**src/rtl/taintcell_mem_tracked.sv**
```systemverilog
// rtl/taintcell_mem_tracked.sv - shadow taint store for a multi-port memory with a tracked tainted-word count
//
// Purpose: keeps one taint bit per data bit of a shadowed memory. Reads return the taint of the
//   addressed word, registered or combinational. Write taint comes from the data, the address and
//   the per-bit enable. taint_sum counts the words that have any taint bit set. It is updated
//   incrementally from the words each write touches.
// Ports:
//   CLK, reset                      clock (rising edge), synchronous active-high reset
//   RD_EN / RD_EN_taint             per-read-port enable and its taint
//   RD_ADDR / RD_ADDR_taint         packed read addresses and their taint
//   RD_DATA_taint                   packed read data taint
//   WR_EN / WR_EN_taint             packed per-bit write enables and their taint
//   WR_ADDR / WR_ADDR_taint         packed write addresses and their taint
//   WR_DATA_taint                   packed write data taint
//   taint_sum                       registered count of words with any taint bit set
// Optional: macro TAINTCELL_MEM_TRACE_EN adds taint_first_valid / taint_first_addr. These record
//   the address of the first word that becomes tainted after reset.
module taintcell_mem_tracked #(
  parameter int SIZE       = 4,
  parameter int OFFSET     = 0,
  parameter int ABITS      = 2,
  parameter int WIDTH      = 8,
  parameter int RD_PORTS   = 1,
  parameter int WR_PORTS   = 1,
  parameter int RD_LATENCY = 1,
  parameter logic [RD_PORTS-1:0] RD_TRANSPARENT = '0
) (
  input  logic                      CLK,
  input  logic                      reset,
  input  logic [RD_PORTS-1:0]       RD_EN,
  input  logic [RD_PORTS-1:0]       RD_EN_taint,
  input  logic [RD_PORTS*ABITS-1:0] RD_ADDR,
  input  logic [RD_PORTS*ABITS-1:0] RD_ADDR_taint,
  output logic [RD_PORTS*WIDTH-1:0] RD_DATA_taint,
  input  logic [WR_PORTS*WIDTH-1:0] WR_EN,
  input  logic [WR_PORTS*WIDTH-1:0] WR_EN_taint,
  input  logic [WR_PORTS*ABITS-1:0] WR_ADDR,
  input  logic [WR_PORTS*ABITS-1:0] WR_ADDR_taint,
  input  logic [WR_PORTS*WIDTH-1:0] WR_DATA_taint,
  output logic [ABITS:0]            taint_sum
`ifdef TAINTCELL_MEM_TRACE_EN
  ,
  output logic                      taint_first_valid,
  output logic [ABITS-1:0]          taint_first_addr
`endif
);

  localparam logic [ABITS:0]   OFF_W  = (ABITS+1)'(OFFSET);
  localparam logic [ABITS:0]   SIZE_W = (ABITS+1)'(SIZE);
  localparam logic [ABITS-1:0] OFF_A  = ABITS'(OFFSET);

  function automatic logic in_range(input logic [ABITS-1:0] a);
    logic [ABITS:0] ax;
    ax = {1'b0, a};
    return (ax >= OFF_W) && ((ax - OFF_W) < SIZE_W);
  endfunction

  logic [WIDTH-1:0] shadow    [SIZE];
  logic [WIDTH-1:0] shadow_nx [SIZE];

  logic [WR_PORTS-1:0]            wr_ok;   // address maps onto a real word
  logic [WR_PORTS-1:0]            wr_act;  // in range and touches at least one bit
  logic [WR_PORTS-1:0]            wr_at;   // any address bit tainted
  logic [WR_PORTS-1:0][ABITS-1:0] wr_idx;
  logic [ABITS:0]                 rises;
  logic [ABITS:0]                 falls;

  logic [RD_PORTS-1:0][WIDTH-1:0] rd_val;     // from pre-write shadow
  logic [RD_PORTS-1:0][WIDTH-1:0] rd_val_tr;  // from post-write shadow (transparent ports)

  always_comb begin
    for (int p = 0; p < WR_PORTS; p++) begin
      wr_ok[p]  = in_range(WR_ADDR[p*ABITS +: ABITS]);
      wr_idx[p] = WR_ADDR[p*ABITS +: ABITS] - OFF_A;
      wr_at[p]  = |WR_ADDR_taint[p*ABITS +: ABITS];
      wr_act[p] = wr_ok[p] && |(WR_EN[p*WIDTH +: WIDTH] | WR_EN_taint[p*WIDTH +: WIDTH]);
    end
  end

  always_comb begin
    for (int w = 0; w < SIZE; w++) shadow_nx[w] = shadow[w];
    // Ascending port order so the highest port index has the last word on a shared bit.
    for (int p = 0; p < WR_PORTS; p++) begin
      if (wr_ok[p]) begin
        for (int j = 0; j < WIDTH; j++) begin
          if (WR_EN[p*WIDTH+j])
            shadow_nx[wr_idx[p]][j] = WR_DATA_taint[p*WIDTH+j] | wr_at[p] | WR_EN_taint[p*WIDTH+j];
          else if (WR_EN_taint[p*WIDTH+j])
            shadow_nx[wr_idx[p]][j] = 1'b1;  // enable might have been 1: assume the bit got tainted
        end
      end
    end
    // Word-level transitions only for touched words, each word credited to its highest active port.
    rises = '0;
    falls = '0;
    for (int p = 0; p < WR_PORTS; p++) begin
      logic dup;
      dup = 1'b0;
      for (int q = p + 1; q < WR_PORTS; q++)
        if (wr_act[q] && (wr_idx[q] == wr_idx[p])) dup = 1'b1;
      if (wr_act[p] && !dup) begin
        if (!(|shadow[wr_idx[p]]) && (|shadow_nx[wr_idx[p]])) rises = rises + 1'b1;
        if ((|shadow[wr_idx[p]]) && !(|shadow_nx[wr_idx[p]])) falls = falls + 1'b1;
      end
    end
  end

  always_comb begin
    for (int p = 0; p < RD_PORTS; p++) begin
      logic [ABITS-1:0] ra;
      logic [WIDTH-1:0] at;
      ra = RD_ADDR[p*ABITS +: ABITS];
      at = {WIDTH{|RD_ADDR_taint[p*ABITS +: ABITS]}};
      if (in_range(ra)) begin
        rd_val[p]    = shadow[ra - OFF_A] | at;
        rd_val_tr[p] = shadow_nx[ra - OFF_A] | at;
      end else begin
        rd_val[p]    = '1;
        rd_val_tr[p] = '1;
      end
    end
  end

  always_ff @(posedge CLK) begin
    if (reset) begin
      for (int w = 0; w < SIZE; w++) shadow[w] <= '0;
      taint_sum <= '0;
    end else begin
      for (int w = 0; w < SIZE; w++) shadow[w] <= shadow_nx[w];
      taint_sum <= taint_sum + rises - falls;
    end
  end

  generate
    if (RD_LATENCY == 0) begin : g_rd_comb
      assign RD_DATA_taint = rd_val;
      logic unused_rd;
      assign unused_rd = &{1'b0, RD_EN, RD_EN_taint, rd_val_tr};
    end else begin : g_rd_reg
      logic [RD_PORTS-1:0][WIDTH-1:0] rd_q;
      always_ff @(posedge CLK) begin
        if (reset) begin
          rd_q <= '0;
        end else begin
          for (int p = 0; p < RD_PORTS; p++) begin
            if (RD_EN_taint[p])
              rd_q[p] <= '1;
            else if (RD_EN[p])
              rd_q[p] <= RD_TRANSPARENT[p] ? rd_val_tr[p] : rd_val[p];
          end
        end
      end
      assign RD_DATA_taint = rd_q;
    end
  endgenerate

`ifdef TAINTCELL_MEM_TRACE_EN
  logic             first_hit;
  logic [ABITS-1:0] first_addr;

  always_comb begin
    first_hit  = 1'b0;
    first_addr = '0;
    for (int p = 0; p < WR_PORTS; p++) begin
      if (!first_hit && wr_act[p] && !(|shadow[wr_idx[p]]) && (|shadow_nx[wr_idx[p]])) begin
        first_hit  = 1'b1;
        first_addr = WR_ADDR[p*ABITS +: ABITS];
      end
    end
  end

  always_ff @(posedge CLK) begin
    if (reset) begin
      taint_first_valid <= 1'b0;
      taint_first_addr  <= '0;
    end else if (!taint_first_valid && first_hit) begin
      taint_first_valid <= 1'b1;
      taint_first_addr  <= first_addr;
    end
  end
`endif

endmodule

```
**config.mk**
```make
export PLATFORM = sky130hd
export DESIGN_NAME = taintcell_mem_tracked
export DESIGN_NICKNAME = d
export VERILOG_FILES = /design/src/rtl/taintcell_mem_tracked.sv
export SDC_FILE = /design/constraint.sdc
export NUM_CORES = 1
export LEC_CHECK = 0
export BUFFER_PORTS_ARGS = -buffer_cell sky130_fd_sc_hd__buf_2
export CORE_ASPECT_RATIO = 1.4
export CORE_MARGIN = 2
export CORE_UTILIZATION = 38
export CTS_CLUSTER_SIZE = 12
export DETAILED_ROUTE_END_ITERATION = 10
export SYNTH_ARGS = -nofsm -noshare
export SYNTH_HDL_FRONTEND = slang
export SYNTH_SLANG_ARGS = --single-unit
```
**constraint.sdc**
```tcl
create_clock -name CLK -period 7.4 [get_ports CLK]
set_input_delay 0.74 -clock CLK [delete_from_list [all_inputs] [get_ports CLK]]
set_output_delay 0.74 -clock CLK [all_outputs]
set_load 0.01 [all_outputs]
```
==> results.json <==
{
  "outcome": "finished, final reports clean",
  "maxUsedRoutingLayer": "met4",
  "synth_top_cell_by_area": "dfxtp_1",
  "postCtsHoldBufs": 0,
  "met3_wirelength_um": 505,
  "max_freq_mhz": 277,
  "worstSetupPathDepth": 12,
  "critical_path_peak_fanout": 14,
  "placementRows": 34,
  "crit_buf_inv": 2,
  "p_leak_nw": 1.05,
  "cts-resized-gates": 0,
  "timing.setup.critical_path_class": "primary input to flip-flop",
  "synth.cell_area_mm2": 0.00249,
  "detailroute.via_count": 2579,
  "grtUsageTotal": 0.229,
  "syn2layout_area_growth_pct": 12.4,
  "finalWorstSetupSlack_ns": 3.80,
  "clock-sinks": 43,
  "setup.worst_path.start_class": "primary input",
  "hold_start": "RD_DATA_taint[1]",
  "grt_setup_unrepaired": "false",
  "arrival_ns": 3.78,
  "clk-insertion-delay-late_ns": 0.31,
  "num_antenna_cells": 0,
  "layout-drive-gt1-share": 0.234,
  "design.core.area_mm2": 0.00630,
  "synth_largest_type_area_fraction": 0.345,
  "clk_transition_reported_paths_ns": 0.08,
  "maxCapViolations": 0,
  "number_of_global_route_vias_before_repair": 2516,
  "wire_per_inst_um": 19.0,
  "worst_setup_path_end_kind": "flip-flop",
  "ys_ff_latch": 43,
  "finalNetCount": 380,
  "finalWeightedCongestion": 0.893,
  "final-setup-viol-count": 0,
  "grt_start_max_net_pins": 44,
  "io_buffer_count": 46,
  "drt_pass_1_iters": 5,
  "post-place-ws_ns": 3.46,
  "fin_setup_tns_ns": 0,
  "worst-slew-pin-transition_ns": 1.03,
  "ctsHtreeMaxLevel": 2,
  "delay_of_the_slowest_critical_path_stage_ns": 0.74,
  "synth-xor-area-share": 0.00702,
  "hold_path_class": "flip-flop to flip-flop",
  "synth_simple_gate_area_share": 0.293,
  "synth_compound_area_frac": 0.212,
  "antenna_found_initial": 0,
  "ioPinCount": 47,
  "worst_hold_path_cell_count": 2,
  "cts_tree": "done",
  "worst_path_dominant_cell_family": "simple AND/OR/NAND/NOR gates",
  "largest_family_of_logic_cells_by_synthesized_area": "simple AND/OR/NAND/NOR gates",
  "timing.critical_path.slowest_stage_cell": "or4_1",
  "drv_slew": 0,
  "worst-r2r-cell-count": 12,
  "synthMuxAreaShare": 0.0723,
  "clock_path_buffers": 2,
  "place.detailed.hpwl_mm": 5.95,
  "grt_remaining_overflow": 0,
  "ys_warn_count": 0,
  "syn-instance-count": 313,
  "initial_core_util": 0.396,
  "timing_hold_violations_final": 0,
  "crit_chain": "buf_2 -> or4_1 -> o21ai_0 -> nand4_1 -> nor4_1 -> nor2_1 -> o22ai_1 -> ha_1 -> inv_1 -> ha_1 -> fa_1 -> nor2b_1",
  "postCtsSetupRepairBufs": 0,
  "finalWirelength_mm": 7.87,
  "floorplan.die.width_um": 72.5,
  "dieHeight_um": 99.9,
  "route.detailed.drc": 0,
  "seq_area_frac_synth": 0.345,
  "required_ns": 7.57,
  "netlist_top_cells_area": "dfxtp_1, mux4_2, nor2_1",
  "cts_inserted_buffers": 5,
  "clock-skew-final_ns": 0.00398,
  "ctsRootBufferMaster": "clkbuf_8",
  "avgViaCountPerCell": 6.23,
  "syn_avg_cell_area_um2": 7.97,
  "crit_path_frequent_cell": "ha_1",
  "grt_first_pass_wirelength_mm": 12.7,
  "synthAdderAreaFrac": 0.0181,
  "antenna_left": 0,
  "drt_iter0_drc": 209,
  "yosysUniqueCellTypes": 38,
  "power.ir.vdd_worst_v": 0.0000855,
  "timing.max_slew.rel_slack": 0.310,
  "critical_path.reg2reg.startpoint": "shadow[3][0]",
  "mappedNetlistNets": 352,
  "met2RoutedLength_mm": 3.86,
  "power.density_cell_area_mw_per_mm2": 197,
  "post_route_m1_wl_mm": 3.22,
  "die_area_mm2": 0.00724,
  "final_min_period_over_clock_period": 0.487,
  "finalWorstPathRequiredPeriod_ns": 3.60,
  "worstSetupStartpoint": "WR_ADDR[0]"
}
## path summary, 6_finish.rpt
path,slack (ns),end
worst max-delay path,3.80,taint_sum[1]
worst min-delay path,0.49,RD_DATA_taint[1]
worst min register to register,0.49,RD_DATA_taint[1]
worst max register to register,4.53,taint_sum[2]
## cell type report
cell class	count	area, um2
clock buffer	8	100
timing repair buffer	47	238
tap	72	90.1
inverter	4	15.0
fill	677	3490
multi-input combinational	240	1500
sequential	43	861
## kinds of logic after synthesis
kind of cell / Yosys count
flip-flops: 43
multiplexers: 8
adder cells (fa/ha/maj): 3
AND/OR/NAND/NOR: 138
buffers and inverters: 30
AO/OA/AOI/OAI: 89
XOR/XNOR: 2
## placed cells by master, fill, tap and decap left out, drive strengths merged
cell | Yosys | layout
a211oi | 16 | 16
nor3 | 26 | 26
inv | 4 | 4
and4 | 1 | 1
and3 | 2 | 2
nand4 | 5 | 5
nor2 | 47 | 47
ha | 2 | 2
or4b | 3 | 3
dfxtp | 43 | 43
a31oi | 4 | 4
and2 | 1 | 1
nor2b | 5 | 5
nor3b | 1 | 1
nand4bb | 1 | 1
a21oi | 29 | 29
nand3 | 11 | 11
a22oi | 1 | 1
a21o | 1 | 1
o22a | 1 | 1
mux4 | 8 | 8
or4 | 2 | 2
fa | 1 | 1
nand2 | 5 | 5
nor4 | 11 | 11
o21ai | 25 | 25
o31a | 1 | 1
xnor2 | 2 | 2
or2 | 9 | 9
o22ai | 6 | 6
clkbuf | 19 | 8
o31ai | 5 | 5
buf | 7 | 47
or3b | 7 | 7
nor4b | 1 | 1
## cell usage after synthesis, drive strengths merged
master and number:
nor4b 1, inv 4, or2 9, mux4 8
and2 1, nor2b 5, fa 1, o31a 1
nor4 11, nand4bb 1, nor3 26, o21ai 25
or4 2, dfxtp 43, buf 7, a22oi 1
ha 2, and3 2, or3b 7, nand3 11
o31ai 5, a21o 1, a21oi 29, nor3b 1
a211oi 16, and4 1, or4b 3, nor2 47
nand4 5, nand2 5, o22a 1, clkbuf 19
xnor2 2, o22ai 6, a31oi 4
## worst reg2reg max path, stage by stage, from the launching register on
cell and delay [ns]:
dfxtp_1 0.35, nor4_1 0.41, nand3_1 0.12, nand3_1 0.10, o21ai_0 0.17, nor3b_1 0.34, a22oi_2 0.13, ha_1 0.28
inv_1 0.04, ha_1 0.19, fa_1 0.39, xnor2_1 0.16, nor2_1 0.05
## routing by layer
layer	track usage	vias to the layer above
li1	-	1212
met1	0.285	1220
met2	0.388	123
met3	0.0261	24
met4	0.111	0
met5	0	-
## through the flow
stage / power [mW] / instances / hold WS, ns / cell area (um2) / utilization
final: 0.553 / 414 / 0.492 / 2800 / 0.445
after global routing: 0.576 / 414 / 0.509 / 2800 / 0.445
after CTS: 0.551 / 414 / 0.495 / 2800 / 0.445
after detailed placement: 0.387 / 406 / 0.479 / 2700 / 0.429
after global placement: 0.385 / 406 / 0.480 / 2700 / 0.429
after floorplan: 0.346 / 313 / 0.491 / 2490 / -
## registers in the layout, indices dropped and copies added, names as in the netlist
signal and cells:
shadow 32, RD_DATA_taint 8, taint_sum 3
## power breakdown
part	internal, mW	total (mW)	switching, mW
Clock	0.0853	0.170	0.0847
Combinational	0.0513	0.116	0.0652
Sequential	0.249	0.266	0.0168
Total	0.386	0.553	0.167
No activity file was read; power rests on OpenSTA's default activity.
